## config.mk

```make
export PLATFORM = sky130hd
export DESIGN_NAME = operand_sequencer
export DESIGN_NICKNAME = d
export VERILOG_FILES = /design/src/rtl/operand_sequencer.sv
export SDC_FILE = /design/constraint.sdc
export NUM_CORES = 1
export LEC_CHECK = 0
export CAP_MARGIN = 15
export CORE_MARGIN = 3
export CORE_UTILIZATION = 51
export CTS_CLUSTER_SIZE = 14
export DETAILED_ROUTE_END_ITERATION = 8
export MAX_ROUTING_LAYER = met4
export PLACE_DENSITY = 0.84
export RECOVER_POWER = 50
export SLEW_MARGIN = 20
export SYNTH_ARGS = -nofsm -noshare
export SYNTH_HDL_FRONTEND = slang
export SYNTH_SLANG_ARGS = --single-unit
```

## constraint.sdc

```tcl
create_clock -name clk -period 2.2 [get_ports clk]
set_input_delay 0.44 -clock clk [delete_from_list [all_inputs] [get_ports clk]]
set_output_delay 0.44 -clock clk [all_outputs]
set_load 0.01 [all_outputs]
```

## src/rtl/operand_sequencer.sv

```systemverilog
// operand_sequencer: assembles a 4-byte operation frame, issues it to the
// datapath stage, waits (with a watchdog) for the result and hands it
// downstream on a valid/ready handshake.
module operand_sequencer #(
    parameter int unsigned TIMEOUT = 16
) (
    input  logic       clk,
    input  logic       rst_n,
    input  logic       in_valid,
    input  logic [7:0] in_data,
    output logic       in_ready,
    output logic       dp_start,
    output logic [1:0] dp_sel,
    output logic [7:0] dp_a,
    output logic [7:0] dp_b,
    output logic [3:0] dp_c,
    output logic [3:0] dp_d,
    input  logic       dp_ready,
    input  logic [7:0] dp_result,
    output logic       out_valid,
    output logic [7:0] out_data,
    input  logic       out_ready,
    output logic       err_timeout,
    output logic [7:0] done_cnt
);

    typedef enum logic [1:0] {
        ST_LOAD  = 2'd0,
        ST_ISSUE = 2'd1,
        ST_WAIT  = 2'd2,
        ST_OUT   = 2'd3
    } state_t;

    // Last counter value of the WAIT window: the watchdog fires at the end
    // of WAIT cycle number TIMEOUT, when the counter holds TIMEOUT-1.
    localparam logic [7:0] WD_LAST = 8'(TIMEOUT - 1);

    state_t     state;
    state_t     state_nxt;
    logic [1:0] byte_idx;
    logic [7:0] wd_cnt;
    logic       accept;
    logic       capture;
    logic       deliver;
    logic       wd_expire;

    // State register.
    always_ff @(posedge clk or negedge rst_n) begin
        if (!rst_n) begin
            state <= ST_LOAD;
        end else begin
            state <= state_nxt;
        end
    end

    // Next-state logic and state-decoded handshake/strobe outputs.
    always_comb begin
        state_nxt = state;
        in_ready  = 1'b0;
        dp_start  = 1'b0;
        out_valid = 1'b0;
        accept    = 1'b0;
        capture   = 1'b0;
        deliver   = 1'b0;
        wd_expire = 1'b0;
        case (state)
            ST_LOAD: begin
                in_ready = 1'b1;
                if (in_valid) begin
                    accept = 1'b1;
                    if (byte_idx == 2'd3) begin
                        state_nxt = ST_ISSUE;
                    end
                end
            end
            ST_ISSUE: begin
                dp_start  = 1'b1;
                state_nxt = ST_WAIT;
            end
            ST_WAIT: begin
                // A result arriving on the watchdog's last cycle still wins.
                if (dp_ready) begin
                    capture   = 1'b1;
                    state_nxt = ST_OUT;
                end else if (wd_cnt == WD_LAST) begin
                    wd_expire = 1'b1;
                    state_nxt = ST_LOAD;
                end
            end
            ST_OUT: begin
                out_valid = 1'b1;
                if (out_ready) begin
                    deliver   = 1'b1;
                    state_nxt = ST_LOAD;
                end
            end
            default: state_nxt = ST_LOAD;
        endcase
    end

    // Operand registers and frame byte index; index wraps 3 -> 0 on byte3.
    always_ff @(posedge clk or negedge rst_n) begin
        if (!rst_n) begin
            byte_idx <= '0;
            dp_sel   <= '0;
            dp_a     <= '0;
            dp_b     <= '0;
            dp_c     <= '0;
            dp_d     <= '0;
        end else if (accept) begin
            byte_idx <= byte_idx + 2'd1;
            case (byte_idx)
                2'd0:    dp_sel <= in_data[1:0];
                2'd1:    dp_a   <= in_data;
                2'd2:    dp_b   <= in_data;
                default: {dp_c, dp_d} <= in_data;
            endcase
        end
    end

    // Watchdog counter: cleared while issuing, counts every WAIT cycle.
    always_ff @(posedge clk or negedge rst_n) begin
        if (!rst_n) begin
            wd_cnt <= '0;
        end else if (state == ST_ISSUE) begin
            wd_cnt <= '0;
        end else if (state == ST_WAIT) begin
            wd_cnt <= wd_cnt + 8'd1;
        end
    end

    // Result capture, sticky timeout flag and delivered-result counter.
    always_ff @(posedge clk or negedge rst_n) begin
        if (!rst_n) begin
            out_data    <= '0;
            err_timeout <= 1'b0;
            done_cnt    <= '0;
        end else begin
            if (capture) begin
                out_data <= dp_result;
            end
            if (wd_expire) begin
                err_timeout <= 1'b1;
            end
            if (deliver) begin
                done_cnt <= done_cnt + 8'd1;
            end
        end
    end

endmodule

```

==> results of run 1 <==
## stage by stage
stage / utilization [%] / worst slack (ns) / total power, mW / hold WS, ns
after floorplan: - / 0.6630 / 2.941 / 0.1444
after global placement: 70.95 / 0.3921 / 3.952 / 0.4558
after detailed placement: 70.95 / 0.3684 / 4.043 / 0.4654
after CTS: 73.52 / 0.1270 / 4.736 / 0.1399
after global routing: 72.71 / 0.05482 / 4.986 / 0.5157
final: 72.71 / 0.1433 / 4.634 / 0.4552
## state kept, by name, summed over array words and instances (netlist names)
signal       count
dp_a             8
dp_c             4
done_cnt         8
state            2
dp_d             4
out_data         8
err_timeout      1
dp_sel           2
dp_b             8
wd_cnt           8
byte_idx         2
## cell usage in the layout, fill, tap and decap left out, types with 2 or more instances in the layout
cell / count
nor2_1: 6
mux2_1: 2
xor2_1: 3
nand2_1: 9
nor3_1: 2
mux2_2: 36
nand3_1: 7
a21oi_1: 6
clkbuf_8: 5
ha_1: 12
nor2b_1: 2
mux2i_1: 2
dfrtp_1: 55
nand3_2: 3
clkdlybuf4s50_1: 65
clkbuf_1: 4
o22ai_1: 4
xnor2_1: 7
inv_1: 11
## critical path: cells and delay by family (launching register included)
kind                     cells  cell delay [ns]
flip-flops                   1             0.44
buffers and inverters        2             0.68
adder cells (fa/ha/maj)      1             0.18
## cells by family (layout without fill, tap and decap cells)
family	count (synthesis)	in the layout	share of synthesized area, %
XOR/XNOR	10	10	3.597
buffers and inverters	15	90	2.466
flip-flops	55	55	56.53
AND/OR/NAND/NOR	35	35	8.273
AO/OA/AOI/OAI	15	15	4.573
adder cells (fa/ha/maj)	12	12	6.166
multiplexers	40	40	18.40
## worst min path at each step
stage,from,endpoint,slack [ns],depth (start not counted)
after floorplan,rst_n,byte_idx[0],0.14,0
after global placement,err_timeout,err_timeout,0.46,1
after detailed placement,err_timeout,err_timeout,0.47,1
after CTS,rst_n,dp_b[0],0.14,1
after global routing,done_cnt[6],done_cnt[6],0.52,1
final,rst_n,dp_b[0],0.46,1
## where the power goes
group	switching, mW	internal (mW)
logic	0.886	1.27
registers	0.330	1.47
clock network	0.334	0.343
total	1.55	3.08
## cell type report
cell class                      instances  area share [%]
Sequential cell                        55           42.31
Clock buffer                            5           2.115
Inverter                               11           1.269
Clock inverter                          3           1.423
Tap cell                               52           2.000
Timing Repair Buffer                   71           20.85
Multi-Input combinational cell        112           30.04
## routing by layer
| metal | up-vias | track usage (%) | share of wire, % |
|---|---|---|---|
| met1 | 802 | 25.11 | 47 |
| li1 | 782 | - | - |
| met5 | - | - | 0 |
| met4 | 0 | 5.731 | 0.98 |
| met3 | 6 | 5.607 | 6.7 |
| met2 | 62 | 30.66 | 46 |
==> reports/summary.txt, run 1 <==
DRC Markers - 0
Avg Synthesized Cell Area - 13.38 sq um
Synth area leader - dfrtp_1
Num CTS Buffers - 5
Worst Setup End Kind - output port
FF-to-FF End - wd_cnt[2]
Port Buf Inserts - 66
number of antenna violations at the first check in global routing - 0
Worst R2R Setup Slack - 0.36 ns
cells after synthesis - 182
Post-CTS Resized - 0
Critical Path RT - 1.76 ns
Avg WL per Cell - 15.45 microns
Layout area overhead - 33.61%
chip height - 75.10 microns
Fin. Hold Viols - 0
Post-synth top cells - dfrtp_1 (55), mux2_2 (36), ha_1 (12)
Placed Cells - 301
Largest stage delay, worst path - 0.54 ns
critical-path cell list - inv_1 > ha_1 > clkdlybuf4s50_1
initial drt markers - 58
Arr. time, crit path - 1.62 ns
Hold WC Path Type - input port to async pin
Post-CTS Hold Buffers - 0
Final HPWL DP - 3.617 mm
Final period util - 93.49%
die area - 5639 sq um
Register Area - 1376 sq um
Post-CTS Setup Bufs - 0
Post-synth EDFFs - 0
status - completed
FFs w/ async S/R, synth - 100.0%
Final Max Tran Viols - 0
placed cell area - 3174 sq um
Main synth FF type - dfrtp_1
Max-slew headroom - 2.608%
synth warn - 0
Setup TNS - 0 ns
CP Max Fanout - 4
Tot GR Track Use - 19.67%
CTS tree - yes
Synth top area share - 56.53%
post-synthesis cell type count - 31
drt via density - 5.346
H-tree levels - 2
later-pin clock latency in the skew report - 0.31 ns
vias after detailed routing - 1652
Pwr per Cell Area - 1424 nW/um^2
largest net degree at the start of global routing - 28
total routed wirelength - 4.774 mm
final setup fails - 0
r2r startpoint - state[1]
R2R cell count - 6
# clock sinks - 55
Pleak - 1.444 nW
vias in the first global route - 1696
top-count cell post-synth - dfrtp_1
Die X - 75.10 microns
Multi-input gate area - 977.2 sq um
n_diodes - 0
Area contributors post-synth - dfrtp_1 (57%), mux2_2 (17%), ha_1 (6.2%)
Worst IR Drop VDD - 0.7582 mV
Mapped Area - 2435 sq um
post-route cell area - 3253 sq um
number of placement rows - 24
Max-Cap Viols - 0
first-pass GRT wire length - 7.983 mm
Worst Skew - 0.004255 ns
core outline area - 4474 sq um
Ports - 67
Net Count, Synth - 215
crit path from - state[1]
proportion of layout cells with a drive suffix above 1 - 21.01%
Setup crit end - in_ready
Nets - 289
Initial Util - 54.42%
GPL Wtd Cong - 0.8040
crit start category - register
Tightest Pin Transition - 1.461 ns
Filler cells - 340
crit path time final - 2.057 ns
sequential fraction of the synthesis area - 56.53%
total gr overflow - 0
clock root cell - clkbuf_8
CP Class - register to output port
post-synthesis register bit count - 55
drt pass-1 iters - 4
RSZ-0062 raised after global routing - false
fmax - 486.2 MHz
clock buffer depth - 2
Final ANT Viol Nets - 0
clock transition at the registers of the reported paths - 0.10 ns
cell with the largest stage delay on the worst path - clkdlybuf4s50_1
Layout Cells excl Fill - 309
(Power assumes the default switching activity.)
==> run 2, diff against run 1 <==
ABC_CLOCK_PERIOD_IN_PS = 2200   (was default)
CORE_UTILIZATION = 55   (was 51)
DONT_BUFFER_PORTS = 1   (was default)
PLACE_DENSITY = 0.7   (was 0.84)
==> run 2 against run 1 <==
Maximum frequency rose by 10%. Clock power fell by 21%. Die area fell by 6.7%. Count of clock-buffer cells in the layout rose by 1. Total power fell by 19%. Register-to-register slack got worse by 0.02 ns. Critical path type is now register to register.
==> reports/summary.txt, run 2 (synthesis gave the netlist of run 1 again) <==
status - completed
proportion of layout cells with a drive suffix above 1 - 29.63%
cell with the largest stage delay on the worst path - ha_1
vias after detailed routing - 1365
fmax - 536.3 MHz
total routed wirelength - 4.195 mm
n_diodes - 0
largest net degree at the start of global routing - 56
crit start category - register
hold depth - 1
CP Class - register to register
total gr overflow - 0
Post-CTS Setup Bufs - 0
initial drt markers - 47
Worst IR Drop VDD - 0.7175 mV
hold endpoint - out_data[4]
Pleak - 1.183 nW
Final Max Tran Viols - 0
number of placement rows - 23
RSZ-0062 raised after global routing - false
most frequent cells in the layout - dfrtp_1 (55), mux2_2 (36), ha_1 (12), inv_1 (11), nand2_1 (9)
Final period util - 84.76%
crit path time final - 1.865 ns
Initial Util - 58.76%
PnR worst setup slack - 0.3354 ns
Nets - 221
H-tree levels - 2
Final ANT Viol Nets - 0
Hold WC Path Type - input port to register
DP Worst Slack - 0.3341 ns
Max-Cap Viols - 0
final setup fails - 0
Critical Path RT - 2.37 ns
worst hold start - dp_result[4]
Pwr per Cell Area - 1444 nW/um^2
Layout area overhead - 6.218%
Setup TNS - 0 ns
Fin. Hold Viols - 0
clock root cell - clkbuf_8
Max-slew headroom - 11.51%
Worst Skew - 0.005200 ns
Placed Cells - 229
Util after Layout - 62.41%
CP Max Fanout - 13
drt pass-1 iters - 3
GPL Wtd Cong - 0.7549
Worst R2R Setup Slack - 0.34 ns
most common cell after layout, fill and taps aside - dfrtp_1
Fin Hold WS - 0.2806 ns
Largest stage delay, worst path - 0.52 ns
number of antenna violations at the first check in global routing - 0
R2R cell count - 6
Arr. time, crit path - 2.04 ns
die area - 5261 sq um
drt via density - 5.711
later-pin clock latency in the skew report - 0.30 ns
first-pass GRT wire length - 6.879 mm
Port Buf Inserts - 0
FF-to-FF End - wd_cnt[7]
Post-CTS Resized - 0
clock transition at the registers of the reported paths - 0.09 ns
Tightest Pin Transition - 1.327 ns
core outline area - 4144 sq um
CTS tree - yes
Post-CTS Hold Buffers - 2
Ports - 67
chip height - 72.54 microns
DRC Markers - 0
Die X - 72.54 microns
Num CTS Buffers - 5
Final HPWL DP - 3.045 mm
clock buffer depth - 2
Layout Cells excl Fill - 239
Tot GR Track Use - 17.58%
Worst Setup End Kind - register
Avg WL per Cell - 17.55 microns
# clock sinks - 55
r2r startpoint - state[1]
vias in the first global route - 1466
critical-path cell list - inv_1 > ha_1 > nand4_1 > nor3_1 > xnor2_1 > a21oi_1
[run 2: worst max-delay path by stage]
stage,from,to,slack (ns),depth (start not counted)
2_1_floorplan,state[0],dp_c[0],0.66,5
3_3_place_gp,state[1],wd_cnt[7],0.48,6
3_5_place_dp,state[1],wd_cnt[7],0.33,6
4_1_cts,state[1],wd_cnt[7],0.32,6
5_1_grt,state[1],wd_cnt[7],0.15,6
6_report,state[1],wd_cnt[7],0.34,6
[run 2: layout make-up]
cell class | count | area (sq um)
repair buffers | 3 | 22.52
well taps | 50 | 62.56
flip-flops and latches | 55 | 1376
clock buffers | 6 | 72.57
multi-input cells | 112 | 998.5
inverters | 11 | 41.29
clock inverters | 2 | 12.51
fillers | 355 | 1558
[run 2: worst max-delay path: cells and delay by family, from the launching register on]
kind | cells | cell delay [ns]
fa+ha+maj | 1 | 0.52
buf+inv | 1 | 0.11
flops | 1 | 0.43
compound gates | 1 | 0.05
xor+xnor | 1 | 0.16
simple gates | 2 | 0.46
[run 2: routing by layer]
layer | vias to the layer above | GRT usage (%) | wire length, microns
li1 | 640 | - | -
met1 | 679 | 19.51 | 1654
met2 | 44 | 28.56 | 2166
met3 | 2 | 8.033 | 357
met4 | 0 | 4.918 | 17
met5 | - | - | 0
[run 2: per-stage QoR]
stage	total power [mW]	cell area (sq um)
detailed placement	3.225	2486
floorplan	2.941	2435
global placement	3.137	2486
finish	3.734	2586
global route	4.020	2586
CTS	3.797	2609
[run 2: power by group]
| part | switching (mW) | internal (mW) |
|---|---|---|
| sequential | 0.558 | 1.47 |
| combinational | 0.538 | 0.627 |
| clock | 0.314 | 0.223 |
| total | 1.41 | 2.32 |
==> run 3, diff against run 2 <==
ABC_CLOCK_PERIOD_IN_PS = 1900   (was 2200)
clock period = 1.9 ns   (was 2.2 ns; I/O delays follow)
==> run 3 against run 2 <==
Total power rose by 17%. Worst hold slack worse by 0.060 ns. Via count increased by 1.8%. Register-to-register slack worse by 0.06 ns. Sequential share of layout area is 0.077 points lower. Count of clock-buffer cells in the layout increased by 1. Combinational power is 19% higher. First-iteration DRC count grew 72%. Critical path depth decreased by 3. Global-route usage decreased by 0.43 points. Worst setup slack lost 0.20 ns. Critical path type is now register to output port.
==> reports/summary.txt, run 3 (synthesis gave the netlist of run 1 again) <==
Pwr per Cell Area - 1680 nW/um^2
Setup TNS - 0 ns
CP Max Fanout - 5
Fin. Hold Viols - 0
cell with the largest stage delay on the worst path - dfrtp_1
fmax - 566.7 MHz
Ports - 67
Seq pwr share - 54.4%
number of antenna violations at the first check in global routing - 0
final setup fails - 0
Die X - 72.54 microns
Final Max Tran Viols - 0
placed cell area - 2494 sq um
Critical Path RT - 1.52 ns
Final HPWL DP - 3.114 mm
core outline area - 4144 sq um
clock buffer depth - 2
Final ANT Viol Nets - 0
Pleak - 1.189 nW
Post-CTS Hold Buffers - 2
Max-Cap Viols - 0
Placed Cells - 230
proportion of layout cells with a drive suffix above 1 - 29.47%
most frequent cells in the layout - dfrtp_1 (55), mux2_2 (36), ha_1 (12), inv_1 (11), nand2_1 (9)
crit start category - register
critical-path cell list - inv_1 > ha_1 > buf_4
Num CTS Buffers - 5
first-pass GRT wire length - 6.665 mm
Max-slew headroom - 22.64%
number of placement rows - 23
DRC Markers - 0
Port Buf Inserts - 0
crit path time final - 1.765 ns
CTS tree - yes
Util after Layout - 62.50%
Comb power frac - 31.9%
Tot GR Track Use - 17.15%
Post-CTS Resized - 0
Switching Fraction - 37.67%
Final period util - 92.87%
initial drt markers - 81
n_diodes - 0
GPL Wtd Cong - 0.7547
Nets - 222
drt pass-1 iters - 4
# clock sinks - 55
post-route cell area - 2590 sq um
CP Class - register to output port
later-pin clock latency in the skew report - 0.30 ns
total gr overflow - 0
Internal Pwr Total - 2.712 mW
H-tree levels - 2
power share of the clock group - 13.7%
most common cell after layout, fill and taps aside - dfrtp_1
vias in the first global route - 1498
die area - 5261 sq um
largest net degree at the start of global routing - 56
clock root cell - clkbuf_8
clock transition at the registers of the reported paths - 0.09 ns
switching power - 1.639 mW
chip height - 72.54 microns
Largest stage delay, worst path - 0.44 ns
total routed wirelength - 4.149 mm
Hold WC Path Type - input port to register
vias after detailed routing - 1389
drt via density - 5.788
Layout area overhead - 6.372%
Avg WL per Cell - 17.29 microns
status - completed
Tightest Pin Transition - 1.160 ns
Layout Cells excl Fill - 240
RSZ-0062 raised after global routing - false
Worst Setup End Kind - output port
Post-CTS Setup Bufs - 0
Filler cells - 337
Worst IR Drop VDD - 0.7048 mV
Arr. time, crit path - 1.38 ns
Worst Skew - 0.009542 ns
Initial Util - 58.76%
## run 3: cell count changes in the layout (fill, tap and decap cells not counted)
cell        previous run  this run
buf_2                  0         1
buf_4                  1         2
clkbuf_1               1         2
clkbuf_2               1         0
clkinvlp_4             1         0
## run 3: final timing paths
path                             startpoint  depth (start not counted)          end  slack [ns]
worst max-delay path               state[1]                          3     in_ready        0.14
worst min-delay path             in_data[0]                          1    dp_sel[0]        0.22
worst max register to register     state[1]                          6    wd_cnt[7]        0.28
worst min register to register  done_cnt[7]                          1  done_cnt[7]        0.55
max in group asynchronous             rst_n                          2  out_data[7]        0.32
min in group asynchronous             rst_n                          2  done_cnt[4]        0.86
## run 3: per-stage QoR
step	hold WS [ns]	power [mW]	setup WS [ns]
2_1_floorplan	0.08441	3.405	0.3630
3_3_place_gp	0.08552	3.668	0.3404
3_5_place_dp	0.08554	3.783	0.2774
4_1_cts	0.2138	4.421	0.1158
5_1_grt	0.1997	4.640	0.02834
6_report	0.2205	4.351	0.1355
## run 3: final cells by class
class	instances	area, sq um	area share (%)
sequential	55	1376	53.14
multi-input combinational	112	998.5	38.55
clock buffer	7	76.32	2.947
tap	50	62.56	2.415
inverter	11	41.29	1.594
timing repair buffer	4	30.03	1.159
clock inverter	1	5.005	0.1932
## run 3: routing by layer
metal / share of wire (%) / global-route usage [%] / vias to the layer above
met5: 0 / - / -
met4: 1.6 / 7.787 / 0
met3: 8.6 / 6.787 / 7
met2: 50 / 28.16 / 49
met1: 40 / 18.11 / 688
li1: - / - / 645
## run 3: power by group through the flow
stage / clock [mW] / combinational, mW / sequential, mW
2_1_floorplan: 0 / 1.16 / 2.25
3_3_place_gp: 0 / 1.30 / 2.37
3_5_place_dp: 0 / 1.38 / 2.40
4_1_cts: 0.622 / 1.42 / 2.38
5_1_grt: 0.669 / 1.53 / 2.44
6_report: 0.596 / 1.39 / 2.37
## run 3: worst max-delay path: cells and delay by family (launching register included)
| family | cells | cell delay [ns] |
|---|---|---|
| flip-flops | 1 | 0.44 |
| buffers and inverters | 2 | 0.34 |
| adder cells (fa/ha/maj) | 1 | 0.30 |
